[src/rtl/audio_pkg.sv]
// Shared audio front-end definitions.
//   state_t   : warm-up FSM encoding for the PDM decimator (WARM, RUN)
//   CIC_ORDER : number of integrator / comb stages
//   ACC_W     : CIC accumulator width, 1 + CIC_ORDER*log2(64)
//   PCM_W     : PCM sample width delivered to the capture block
package audio_pkg;

    localparam int unsigned CIC_ORDER = 4;
    localparam int unsigned ACC_W     = 25;
    localparam int unsigned PCM_W     = 16;

    typedef enum logic {
        WARM = 1'b0,
        RUN  = 1'b1
    } state_t;

endpackage

[src/rtl/pdm_clk_gen.sv]
// PDM microphone clock divider and input synchronizer.
//   clk_100       : system clock
//   rst_n         : synchronous active-low reset
//   pdm_data_i    : asynchronous PDM bit from the microphone
//   pdm_clk_o     : PDM clock, toggles every HALF_DIV cycles, starts low
//   sample_tick_o : one-cycle pulse in the cycle where pdm_clk_o falls
//   pdm_bit_o     : synchronized PDM bit
module pdm_clk_gen #(
    parameter int unsigned HALF_DIV = 25
) (
    input  logic clk_100,
    input  logic rst_n,
    input  logic pdm_data_i,
    output logic pdm_clk_o,
    output logic sample_tick_o,
    output logic pdm_bit_o
);

    localparam int unsigned DIV_W = (HALF_DIV > 1) ? $clog2(HALF_DIV) : 1;

    logic [DIV_W-1:0] div_cnt_q, div_cnt_d;
    logic             pclk_q, pclk_d;
    logic [1:0]       sync_q;
    logic             terminal;

    always_comb begin
        terminal  = (div_cnt_q == DIV_W'(HALF_DIV - 1));
        div_cnt_d = terminal ? '0 : div_cnt_q + DIV_W'(1);
        pclk_d    = terminal ? ~pclk_q : pclk_q;
    end

    always_ff @(posedge clk_100) begin
        if (!rst_n) begin
            div_cnt_q <= '0;
            pclk_q    <= 1'b0;
            sync_q    <= '0;
        end else begin
            div_cnt_q <= div_cnt_d;
            pclk_q    <= pclk_d;
            sync_q    <= {sync_q[0], pdm_data_i};
        end
    end

    assign pdm_clk_o     = pclk_q;
    // The falling edge of the PDM clock is the mid-point of the data eye.
    assign sample_tick_o = terminal & pclk_q;
    assign pdm_bit_o     = sync_q[1];

endmodule

[src/rtl/pdm_cic_decimator.sv]
// PDM microphone front end: drives the mic clock, samples the PDM stream
// and decimates it with a 4th-order CIC into signed 16-bit PCM.
//   clk_100        : system clock, 100 MHz
//   rst_n          : synchronous active-low reset
//   pdm_data_i     : asynchronous PDM bit from the microphone
//   pdm_clk_o      : PDM clock to the microphone
//   pdm_lrsel_o    : microphone L/R select, tied low
//   data_mic       : signed PCM sample, held between strobes
//   data_mic_valid : one-cycle strobe, data_mic new this cycle
module pdm_cic_decimator
    import audio_pkg::*;
#(
    parameter int unsigned HALF_DIV = 25,
    parameter int unsigned R        = 64,
    parameter int unsigned WARMUP   = 4
) (
    input  logic             clk_100,
    input  logic             rst_n,
    input  logic             pdm_data_i,
    output logic             pdm_clk_o,
    output logic             pdm_lrsel_o,
    output logic [PCM_W-1:0] data_mic,
    output logic             data_mic_valid
);

    localparam int unsigned DEC_W  = (R > 1) ? $clog2(R) : 1;
    localparam int unsigned WARM_W = (WARMUP > 0) ? $clog2(WARMUP + 1) : 1;
    localparam int unsigned SHIFT  = ACC_W - PCM_W;

    localparam logic [ACC_W-1:0] AMBIG  = {1'b1, {(ACC_W-1){1'b0}}};
    localparam logic [ACC_W:0]   POS_FS = {2'b01, {(ACC_W-1){1'b0}}};

    logic sample_tick;
    logic pdm_bit;

    pdm_clk_gen #(
        .HALF_DIV(HALF_DIV)
    ) u_clk_gen (
        .clk_100      (clk_100),
        .rst_n        (rst_n),
        .pdm_data_i   (pdm_data_i),
        .pdm_clk_o    (pdm_clk_o),
        .sample_tick_o(sample_tick),
        .pdm_bit_o    (pdm_bit)
    );

    logic [CIC_ORDER-1:0][ACC_W-1:0] integ_q, integ_d;
    logic [CIC_ORDER-1:0][ACC_W-1:0] comb_prev_q, comb_prev_d;
    logic [DEC_W-1:0]                dec_cnt_q, dec_cnt_d;
    logic [WARM_W-1:0]               warm_cnt_q, warm_cnt_d;
    logic                            last_bit_q, last_bit_d;
    logic [PCM_W-1:0]                data_mic_q, data_mic_d;
    logic                            valid_q, valid_d;
    state_t                          state_q, state_d;

    logic                  dec_tick;
    logic                  out_en;
    logic [ACC_W-1:0]      x_in;
    logic [ACC_W-1:0]      int_carry;
    logic [ACC_W-1:0]      comb_acc;
    logic signed [ACC_W:0] comb_ext;
    logic signed [ACC_W:0] comb_shr;

    // 1 -> +1, 0 -> -1 in two's complement.
    assign x_in     = {{(ACC_W-1){~pdm_bit}}, 1'b1};
    assign dec_tick = sample_tick && (dec_cnt_q == DEC_W'(R - 1));

    // Integrators: each stage adds the freshly updated value of the one before.
    always_comb begin
        integ_d   = integ_q;
        int_carry = x_in;
        if (sample_tick) begin
            for (int unsigned i = 0; i < CIC_ORDER; i++) begin
                integ_d[i] = integ_q[i] + int_carry;
                int_carry  = integ_d[i];
            end
        end
    end

    // Combs run off the registered last integrator on each decimation tick.
    always_comb begin
        comb_prev_d = comb_prev_q;
        comb_acc    = integ_q[CIC_ORDER-1];
        for (int unsigned i = 0; i < CIC_ORDER; i++) begin
            if (dec_tick) comb_prev_d[i] = comb_acc;
            comb_acc = comb_acc - comb_prev_q[i];
        end
    end

    // Full scale +2^24 and -2^24 share one 25-bit pattern after wrapping.
    // That pattern only occurs when every sample in the filter window is
    // equal, so the most recent accumulated bit tells which one it is.
    always_comb begin
        comb_ext = (comb_acc == AMBIG && last_bit_q) ? POS_FS
                                                     : {comb_acc[ACC_W-1], comb_acc};
        comb_shr = comb_ext >>> SHIFT;
        if (comb_shr[ACC_W:PCM_W-1] == '0 || comb_shr[ACC_W:PCM_W-1] == '1) begin
            data_mic_d = comb_shr[PCM_W-1:0];
        end else begin
            data_mic_d = comb_shr[ACC_W] ? {1'b1, {(PCM_W-1){1'b0}}}
                                         : {1'b0, {(PCM_W-1){1'b1}}};
        end
        if (!(dec_tick && out_en)) data_mic_d = data_mic_q;
        valid_d = dec_tick && out_en;
    end

    always_comb begin
        last_bit_d = sample_tick ? pdm_bit : last_bit_q;
        dec_cnt_d  = dec_cnt_q;
        if (sample_tick) begin
            dec_cnt_d = (dec_cnt_q == DEC_W'(R - 1)) ? '0 : dec_cnt_q + DEC_W'(1);
        end
        warm_cnt_d = warm_cnt_q;
        if (dec_tick && warm_cnt_q < WARM_W'(WARMUP)) begin
            warm_cnt_d = warm_cnt_q + WARM_W'(1);
        end
    end

    // Warm-up FSM: next state
    always_comb begin
        state_d = state_q;
        case (state_q)
            WARM:    if (dec_tick && warm_cnt_q == WARM_W'(WARMUP - 1)) state_d = RUN;
            RUN:     state_d = RUN;
            default: state_d = WARM;
        endcase
    end

    // Warm-up FSM: outputs
    always_comb begin
        out_en = (state_q == RUN);
    end

    // Warm-up FSM: state register
    always_ff @(posedge clk_100) begin
        if (!rst_n) state_q <= WARM;
        else        state_q <= state_d;
    end

    always_ff @(posedge clk_100) begin
        if (!rst_n) begin
            integ_q     <= '0;
            comb_prev_q <= '0;
            dec_cnt_q   <= '0;
            warm_cnt_q  <= '0;
            last_bit_q  <= 1'b0;
            data_mic_q  <= '0;
            valid_q     <= 1'b0;
        end else begin
            integ_q     <= integ_d;
            comb_prev_q <= comb_prev_d;
            dec_cnt_q   <= dec_cnt_d;
            warm_cnt_q  <= warm_cnt_d;
            last_bit_q  <= last_bit_d;
            data_mic_q  <= data_mic_d;
            valid_q     <= valid_d;
        end
    end

    assign pdm_lrsel_o    = 1'b0;
    assign data_mic       = data_mic_q;
    assign data_mic_valid = valid_q;

endmodule

[config.mk]
export PLATFORM = sky130hd
export DESIGN_NAME = pdm_cic_decimator
export DESIGN_NICKNAME = d
export VERILOG_FILES = /design/src/rtl/audio_pkg.sv /design/src/rtl/pdm_clk_gen.sv /design/src/rtl/pdm_cic_decimator.sv
export SDC_FILE = /design/constraint.sdc
export NUM_CORES = 1
export LEC_CHECK = 0
export BUFFER_PORTS_ARGS = -buffer_cell sky130_fd_sc_hd__buf_2
export CELL_PAD_IN_SITES_DETAIL_PLACEMENT = 0
export CELL_PAD_IN_SITES_GLOBAL_PLACEMENT = 2
export CORE_ASPECT_RATIO = 0.8
export CORE_MARGIN = 2
export CORE_UTILIZATION = 42
export DETAILED_ROUTE_END_ITERATION = 6
export PLACE_DENSITY_LB_ADDON = 0.1
export SLEW_MARGIN = 10
export SYNTH_ARGS = -nofsm -noshare
export SYNTH_HDL_FRONTEND = slang
export SYNTH_SLANG_ARGS = --single-unit
[constraint.sdc]
create_clock -name clk_100 -period 17.8 [get_ports clk_100]
set_clock_uncertainty 0.05 [all_clocks]
set_input_delay 2.67 -clock clk_100 [delete_from_list [all_inputs] [get_ports clk_100]]
set_output_delay 2.67 -clock clk_100 [all_outputs]
set_load 0.01 [all_outputs]
# Word-level counts from Yosys, hierarchy flattened
# Cells that the tools add are included.
[op_classes]
n_reduce_logical = 8
n_eq_ne = 5
mux = 6
n_addsub = 11
order_cmp = 1
n_bitwise = 5
[op_table]
columns = ["cell", "n"]
rows = [
  ["$add 25x25->25", 4],
  ["$sub 25x25->25", 4],
  ["$mux 16", 2],
  ["$mux 26", 1],
  ["$eq 25x25->1 const B", 1],
  ["$eq 11x11->1 const B", 1],
  ["$logic_not 11->1", 1],
  ["$add 6x1->6 const B", 1],
  ["$eq 6x6->1 const B", 1],
  ["$mux 6", 1],
  ["$add 5x1->5 const B", 1],
  ["$eq 5x5->1 const B", 1],
  ["$logic_and 1x1->1", 5],
  ["$not 1->1", 4],
  ["$add 3x1->3 const B", 1],
  ["$eq 3x2->1 const B", 1],
  ["$lt 3x3->1 const B", 1],
  ["$pmux 1 s2", 1],
  ["$reduce_or 2->1", 1],
  ["$and 1x1->1", 1],
  ["$logic_or 1x1->1", 1],
  ["$mux 1", 1],
]
[totals]
inputBits = 3
word_cells = 53
out_inout_bits = 19
register_bits = 236

# Depth between registers and ports, before layout
# Gate-level depths: netlist of run 1.
[logic_depth]
word_depth = 10
depth_mapped = 42

# Modules after synthesis
# A second synthesis of run 1 with hierarchy kept.
[unflattened]
cells_unflattened = 2177
area_unflattened_um2 = 17864.6
[modules_own_cells]
columns = ["module", "instances", "area_each_um2", "cells_per_inst", "seq_area_each_um2"]
rows = [
  ["pdm_cic_decimator", 1, 17490.5, 2145, 4564.4],
  ["pdm_clk_gen", 1, 374.1, 32, 160.2],
]

# Least setup slack after synthesis of run 1
# No wires, ideal clock.
[synth_timing]
path_type = "reg2reg"
from = "register integ_q[76] in the netlist's numbering"
to = "register data_mic_q[10], in the netlist data_mic[10]"
setup_slack_ps = 10026
required_time_ps = 17690
arrival_ps = 7665
period_less_slack_ps = 7774
stages_incl_launch_ff = 37
setup_time_ps = 60
cell_sequence = "dfxtp_1 ha_1 a21o_1 a21oi_1 o21bai_1 a31o_2 a21oi_1 o21ai_0 a21oi_1 xnor2_1 ha_1 and4_1 o21ai_0 nand3_1 o21a_1 o41ai_1 xnor2_1 ha_1 a21o_1 a21oi_1 a21oi_1 nor2_1 nor3_1 o31a_1 o41ai_1 xnor2_1 ha_1 nand3_1 o31ai_1 a21oi_4 xnor2_1 or3_1 or4_1 or4_1 nor2_2 buf_6 o311a_1"
[synth_via]
elab_chain_len = 10
word_cells_on_any_way = 12
[synth_lines]
columns = ["element", "line", "rtl"]
rows = [
  ["from (decl)", "pdm_cic_decimator.sv:47", "logic [CIC_ORDER-1:0][ACC_W-1:0] integ_q, integ_d;"],
  ["from (signal assigned)", "pdm_cic_decimator.sv:150", "integ_q <= integ_d;"],
  ["$sub 25x25->25 (*) (4 in series)", "pdm_cic_decimator.sv:86", "comb_acc = comb_acc - comb_prev_q[i];"],
  ["$eq 25x25->1", "pdm_cic_decimator.sv:94", "comb_ext = (comb_acc == AMBIG && last_bit_q) ? POS_FS"],
  ["$logic_and 1x1->1", "pdm_cic_decimator.sv:94", ""],
  ["$mux 26 (*)", "pdm_cic_decimator.sv:94", ""],
  ["$eq 11x11->1 / $logic_not 11->1 (equally long branches)", "pdm_cic_decimator.sv:97", "if (comb_shr[ACC_W:PCM_W-1] == '0 || comb_shr[ACC_W:PCM_W-1] == '1) begin"],
  ["$logic_or 1x1->1", "pdm_cic_decimator.sv:97", ""],
  ["$mux 16 (*)", "pdm_cic_decimator.sv:97", ""],
  ["to (signal assigned)", "pdm_cic_decimator.sv:155", "data_mic_q <= data_mic_d;"],
  ["to (decl)", "pdm_cic_decimator.sv:52", "logic [PCM_W-1:0] data_mic_q, data_mic_d;"],
]
# Mark *: on every way between the ends. The rest lies on a longest branch, timed or not.
# A chain may end at the register's enable or synchronous reset.

# Worst setup path after layout of run 1
[layout_timing]
from = "register integ_q[76] in the netlist's numbering"
to = "register data_mic_q[2], in the netlist data_mic[2]"
# Same word-level chain as after synthesis.

==> metrics.md, run 1 <==
| Metric | Value |
|---|---|
| Total of warnings raised by yosys | 0 |
| Num Clock Sinks | approximately 240 |
| Kind of capture point of the worst setup path | flip-flop |
| Count of placed standard cells including taps | around 2800 |
| Leading cell types in the layout, fill and taps excluded | sky130_fd_sc_hd__nand2_1, sky130_fd_sc_hd__a21oi_1, sky130_fd_sc_hd__dfxtp_1 |
| GRT Residual Overflow | 0 |
| Register area | ~4700 sq um |
| Core ar. | 40800 sq um |
| P_leak | 7.83 nW |
| Fillers | around 4200 |
| Antenna fix cells | 0 |
| Maximum fanout count along the critical path | 15 |
| Critical Path Start Type | flip-flop |
| Number of buffers inserted during clock tree synthesis | 30 |
| Number of unique standard cell types used by synthesis | 83 |
| Mapped Cells | roughly 2300 |
| Required time of the worst setup path | around 18 ns |
| Layout Cells excl Fill | 2817 |
| Max frequency | approximately 110 MHz |
| DR DRC count | 0 |
| Die Y | between 150 and 200 um |
| Hold violation count in the final report | 0 |
| Post-synthesis area per instance | between 7 and 8 sq um |
| CTS Hold Bufs | 0 |
| Sequential-to-total area share from yosys stat | between 20 and 30% |
| Number of violations of the max-capacitance limit | 0 |
| Number of port buffers | 20 |
| Buffer type at the clock tree root | sky130_fd_sc_hd__clkbuf_16 |
| Endpoints failing setup | 0 |
| Worst flop-to-flop path endpoint | data_mic[2] |
| Gpl congestion | slightly above 0.8 |
| Post-layout net count | between 2000 and 2500 |
| Outcome | completed |
| # rows | 66 |
| Final Routed Wirelength | 42800 um |
| Vias in the first global route | about 14000 |
| 1st-pass router iterations | 5 |
| Launching point of the worst reg2reg path | integ_q[76] |
| Clock tree from TritonCTS | done |
| End point of the worst hold path | comb_prev_q[96] |
| Largest stage delay on the critical path | ~0.5 ns |
| Summed instance area of the synthesized netlist | 17400 sq um |
| Number of DRC markers after the initial detailed-route iteration | ~730 |
| Most common cell after layout, fill and taps aside | sky130_fd_sc_hd__nand2_1 |
| Number of flip-flops and latches in the synthesized netlist | 236 |
| Slew at the pin closest to its max-slew limit | 1.08 ns |
| Initial cell density of the core | between 40% and 50% |
| Share of cells above drive strength 1 | about 5.3% |
| Number of cells traversed by the worst register-to-register path | 35 |
| Fin area | around 19000 sq um |
| Fraction of synthesis flops using an asynchronous set or reset pin | 0% |
| Clock edge transition at the registers on the reported setup and hold paths | approximately 0.060 ns |
| Multi-input logic area | approximately 12000 sq um |
| Detailed-route wire length per cell | approximately 15 um |
| Setup repair after global routing missed its margin | no |
| Width of the die | 232 um |
| Clock Path Buffers | 3 |
| Final antenna-violating net count | 0 |
| Setup TNS | 0 ns |
| Pin count of the biggest net entering global routing | between 80 and 90 |
| Post-synthesis net count | 2474 |
| PwrDens | roughly 65 nW/um^2 |
| R2R setup slack | between 8 and 9 ns |
| Placement Cell Area | 17900 sq um |
| DPL Wire Length | roughly 31000 um |
| Post-layout total power | approximately 0.0012 W |
| EDFF count, synth | 0 |
| Clock period minus final worst setup slack | between 8 and 9 ns |
| Cell depth of the worst hold path | 2 |
| DIE AREA | roughly 43000 sq um |
| Worst Hold Launch | comb_prev_q[96] |
| All-layer global routing usage | ~20% |
| Via count of the routed design | between 10000 and 15000 |
| Max-slew violations | 0 |
| Layout Area Growth over Synthesis | 9.03% |
| Total setup buffers inserted after CTS | 0 |
| Hold Crit Class | flip-flop to flip-flop |
| Number of antenna violations at the first check in global routing | 1 |
| Highest-delay cell along the critical path | sky130_fd_sc_hd__or4_1 |
| Final Cycle Share | 50.1% |
| Worst-case vdd ir drop | ~0.08 mV |
| Insertion delay of the later-clocked pin in the worst-skew pair | 0.57 ns |
| Category of the critical setup timing path | flip-flop to flip-flop |
| Vias per cell | ~5.3 |
| H-tree depth | 1 |
| # IOs | 22 |
| First-pass GRT wire length | around 72000 um |
| Signal arrival time at the worst endpoint | 9.38 ns |
| Max-slew headroom | a little over a quarter |
| Main synth FF type | sky130_fd_sc_hd__dfxtp_1 |
| Post-cts repair resize count | 0 |
-- cells in the mapped netlist, types with 13 or more instances --
cell type,number,area share [%]
sky130_fd_sc_hd__ha_1,196,14
sky130_fd_sc_hd__clkbuf_1,66,1.4
sky130_fd_sc_hd__nand4_1,13,0.47
sky130_fd_sc_hd__inv_1,159,3.4
sky130_fd_sc_hd__o21ai_0,79,2.3
sky130_fd_sc_hd__or3_1,19,0.68
sky130_fd_sc_hd__xor2_1,51,2.6
sky130_fd_sc_hd__a211oi_1,28,1.2
sky130_fd_sc_hd__nand3_1,27,0.78
sky130_fd_sc_hd__nor2b_1,20,0.72
sky130_fd_sc_hd__o21a_1,44,1.9
sky130_fd_sc_hd__nor2_1,159,3.4
sky130_fd_sc_hd__nand2_1,375,8.1
sky130_fd_sc_hd__a21o_1,74,3.2
sky130_fd_sc_hd__nand2b_1,27,0.97
sky130_fd_sc_hd__dfxtp_1,236,27
sky130_fd_sc_hd__and3_1,19,0.68
sky130_fd_sc_hd__nor3_1,33,0.95
sky130_fd_sc_hd__a21oi_1,294,8.5
sky130_fd_sc_hd__o21bai_1,16,0.69
sky130_fd_sc_hd__a31oi_1,18,0.65
sky130_fd_sc_hd__xnor2_1,126,6.3
-- stage by stage --
stage	utilization [%]	hold slack, ns	worst slack (ns)
3_5_place_dp	43.9	0.394	8.97
4_1_cts	46.5	0.404	8.89
5_1_grt	46.5	0.416	8.08
6_report	46.5	0.402	8.88
3_3_place_gp	43.9	0.390	9.12
2_1_floorplan	-	0.362	10.03
-- registers in the layout (all words and copies together) (netlist names) --
| signal | flops |
|---|---|
| warm_cnt_q | 3 |
| u_clk_gen.pdm_clk_o | 1 |
| comb_prev_q | 100 |
| last_bit_q | 1 |
| dec_cnt_q | 6 |
| u_clk_gen.div_cnt_q | 5 |
| out_en | 1 |
| data_mic_valid | 1 |
| integ_q | 100 |
| data_mic | 16 |
| u_clk_gen.sync_q | 2 |
-- routing by layer --
metal	vias to the layer above	share of wire, %	global-route usage, %
met4	0	1.7	3.85
met1	6886	53	28.9
met3	45	2.8	2.42
li1	7879	-	-
met5	-	0	0
met2	166	42	31.8
-- power by group --
| group | switching (W) | internal [W] |
|---|---|---|
| Sequential | 0.000000738 | 0.000529 |
| Clock | 0.000250 | 0.000395 |
| Combinational | 0.0000339 | 0.0000177 |
-- how the worst max path moves through the flow --
stage,startpoint,endpoint,slack [ns],depth (start not counted)
after floorplan,integ_q[76],data_mic[10],10.03,36
after global placement,integ_q[76],data_mic[3],9.12,35
after detailed placement,integ_q[76],data_mic[2],8.97,35
after CTS,integ_q[76],data_mic[4],8.89,35
after global routing,integ_q[76],data_mic[4],8.08,35
final,integ_q[76],data_mic[2],8.88,35
-- critical path, delay by kind of cell, from the launching register on --
family / cells / cell delay (ns)
XOR/XNOR: 4 / 0.71
flip-flops: 1 / 0.46
AO/OA/AOI/OAI: 18 / 3.84
AND/OR/NAND/NOR: 9 / 2.48
adder cells (fa/ha/maj): 4 / 1.31
-- logic make-up (layout without fill, tap and decap cells) --
| logic type | count (synthesis) | in the layout | synth area share (%) |
|---|---|---|---|
| buffers and inverters | 237 | 243 | 5.37 |
| other | 1 | 1 | 0.0215 |
| muxes | 7 | 7 | 0.403 |
| adders and majority gates | 204 | 204 | 15.0 |
| and+or+nand+nor | 739 | 739 | 18.9 |
| AOI/OAI and AO/OA | 665 | 665 | 24.1 |
| DFF | 236 | 236 | 27.1 |
| xor gates and xnor gates | 178 | 178 | 9.04 |
-- final cells by class --
cell class | count | area share [%]
Clock inverter | 16 | 1.01
Timing Repair Buffer | 28 | 0.844
Sequential cell | 236 | 24.9
Tap cell | 544 | 3.59
Multi-Input combinational cell | 1794 | 62.0
Clock buffer | 39 | 4.51
Inverter | 160 | 3.19
Note: power is estimated with default switching activity, not from simulation.
==> run 2, diff against run 1 <==
Settings changed: CORE_UTILIZATION 42 to 35.
Clock period 17.8 ns to 7.87 ns, I/O delays scaled along.
==> run 2 against run 1 <==
Utilization decreased by 4.0 points. Worst setup slack worse by 8.6 ns. Register-to-register slack got worse by 8.6 ns. Cell count increased by 11%. Fmax is 18% higher. Worst hold slack gained 0.00080 ns. Routed wire length is 6.9% higher. Die area grew 20%. Global-route usage decreased by 2.4 points. Largest cell class unchanged. Highest routed layer unchanged.
==> metrics.md, run 2 (synthesized netlist as in run 1, its figures left out) <==
| Metric | Value |
|---|---|
| Num Clock Sinks | 236 |
| Share of cells above drive strength 1 | 15.6% |
| Hold violation count in the final report | 0 |
| # rows | 73 |
| Clock tree from TritonCTS | done |
| GRT Residual Overflow | 0 |
| DR DRC count | 0 |
| DPL Wire Length | between 30000 and 40000 um |
| R2R setup slack | around 0.3 ns |
| All-layer global routing usage | between 10% and 20% |
| H-tree depth | 1 |
| Clock Path Buffers | 3 |
| Highest-delay cell along the critical path | sky130_fd_sc_hd__fa_2 |
| Gate power share | approximately 4.9% |
| Initial cell density of the core | a little over a third |
| Via count of the routed design | ~16000 |
| Signal arrival time at the worst endpoint | around 8 ns |
| Pin count of the biggest net entering global routing | between 100 and 150 |
| Sequential Power Share | a little over two fifths |
| Number of antenna violations at the first check in global routing | 0 |
| Fillers | between 5000 and 6000 |
| Insertion delay of the later-clocked pin in the worst-skew pair | roughly 0.57 ns |
| End point of the worst hold path | comb_prev_q[44] |
| Buffer type at the clock tree root | sky130_fd_sc_hd__clkbuf_16 |
| Die Y | 203 um |
| Switching component of the power | 0.000638 W |
| Most common cell after layout, fill and taps aside | sky130_fd_sc_hd__nand2_1 |
| PwrDens | between 100 and 150 nW/um^2 |
| Largest stage delay on the critical path | 0.57 ns |
| Worst-case vdd ir drop | 0.141 mV |
| Slew at the pin closest to its max-slew limit | 0.902 ns |
| Outcome | completed |
| Gpl congestion | between 0.8 and 0.9 |
| Layout Area Growth over Synthesis | 20.8% |
| Clock group share of total power | 52.1% |
| Fin area | approximately 21000 sq um |
| Layout Cells excl Fill | ~3100 |
| 1st-pass router iterations | 4 |
| # IOs | 22 |
| Critical Path Start Type | flip-flop |
| Sw Ratio | around 23% |
| Category of the critical setup timing path | flip-flop to flip-flop |
| Final Routed Wirelength | ~46000 um |
| Final Cycle Share | a little over nine tenths |
| Count of placed standard cells including taps | 3052 |
| Max-slew headroom | between 30% and 40% |
| Placement Cell Area | 19300 sq um |
| Endpoints failing setup | 0 |
| Max frequency | 132 MHz |
| Post-layout net count | 2631 |
| Final antenna-violating net count | 0 |
| Total internal power | roughly 0.0021 W |
| Most repeated library cell on the critical path | sky130_fd_sc_hd__a21o_1 |
| Final-layout worst hold slack | 0.402 ns |
| Detailed-route wire length per cell | around 15 um |
| Max-slew violations | 0 |
| Number of violations of the max-capacitance limit | 0 |
| Vias in the first global route | 14700 |
| Number of buffers inserted during clock tree synthesis | 29 |
| Clock edge transition at the registers on the reported setup and hold paths | around 0.060 ns |
| Worst flop-to-flop path endpoint | data_mic[14] |
| Clock period minus final worst setup slack | around 7.6 ns |
| Leading cell types in the layout, fill and taps excluded | sky130_fd_sc_hd__nand2_1, sky130_fd_sc_hd__a21oi_1, sky130_fd_sc_hd__dfxtp_1 |
| Launching point of the worst reg2reg path | integ_q[76] |
| Vias per cell | 5.05 |
| Antenna fix cells | 0 |
| Width of the die | roughly 250 um |
| Number of DRC markers after the initial detailed-route iteration | around 870 |
| Setup repair after global routing missed its margin | yes |
| First-pass GRT wire length | about 76000 um |
| Cell depth of the worst hold path | 2 |
| Required time of the worst setup path | around 8.3 ns |
| Maximum fanout count along the critical path | 8 |
| Kind of capture point of the worst setup path | flip-flop |
| Number of port buffers | 20 |
| Core ar. | 49400 sq um |
| Number of cells traversed by the worst register-to-register path | 36 |
| P_leak | between 8 and 9 nW |
| DIE AREA | roughly 52000 sq um |
| Worst Hold Launch | comb_prev_q[44] |
| Hold Crit Class | flip-flop to flip-flop |
[run 2: changes by cell type in the layout (fill, tap and decap cells not counted), sizes merged]
cell / change
buf: +174
clkinvlp: -2
bufinv: +1
[run 2: final cells by class]
class / count / area [sq um] / share of cell area [%]
clock inverter: 15 / 206 / 0.982
sequential: 236 / 4730 / 22.5
multi-input combinational: 1794 / 12300 / 58.5
clock buffer: 38 / 820 / 3.90
tap: 675 / 845 / 4.02
inverter: 160 / 606 / 2.88
timing repair buffer: 203 / 1520 / 7.25
[run 2: worst max path at each step]
| stage | start | slack [ns] | depth (start not counted) | to |
|---|---|---|---|---|
| detailed placement | comb_prev_q[1] | -0.25 | 36 | data_mic[2] |
| global route | comb_prev_q[1] | -0.11 | 39 | data_mic[14] |
| finish | integ_q[76] | 0.30 | 36 | data_mic[14] |
| floorplan | integ_q[76] | 0.1 | 36 | data_mic[10] |
| global placement | comb_prev_q[1] | -0.25 | 38 | data_mic[2] |
| CTS | comb_prev_q[2] | 0.003 | 37 | data_mic[14] |
[run 2: what timing repair did]
item                                    4_1_cts  5_1_grt
resized for setup                            18      104
setup buffers                                 7        8
gates cloned                                  0        1
hold buffers                                  0        0
endpoints found under the setup margin       17       22
pin swaps                                    19       47
[run 2: routing by layer]
layer,global-route usage (%),part of all wire [%]
met1,27.1,55
met2,26.0,41
met3,2.23,3.2
met4,2.92,1.4
met5,0,0
[run 2: stage by stage]
stage	total power, W	TNS, ns	utilization (%)	worst slack (ns)
2_1_floorplan	0.00131	0	-	0.0956
3_3_place_gp	0.00136	-3.77	39.1	-0.250
6_report	0.00278	0	42.6	0.301
5_1_grt	0.00290	-1.53	42.6	-0.114
3_5_place_dp	0.00136	-3.73	39.1	-0.246
4_1_cts	0.00284	0	41.4	0.00262
[run 2: critical path: cells and delay by family (launching register included)]
family          cells  cell delay, ns
buf+inv             5            0.48
fa+ha+maj           4            1.54
xor+xnor            3            0.39
compound gates     17            2.98
flops               1            0.35
simple gates        7            1.72
[run 2: power groups by stage]
| stage | Sequential (W) | Combinational (W) | Clock, W |
|---|---|---|---|
| 4_1_cts | 0.00120 | 0.000134 | 0.00151 |
| 6_report | 0.00120 | 0.000136 | 0.00145 |
| 3_3_place_gp | 0.00122 | 0.000132 | 0 |
| 2_1_floorplan | 0.00122 | 0.0000900 | 0 |
| 3_5_place_dp | 0.00122 | 0.000133 | 0 |
| 5_1_grt | 0.00120 | 0.000152 | 0.00156 |
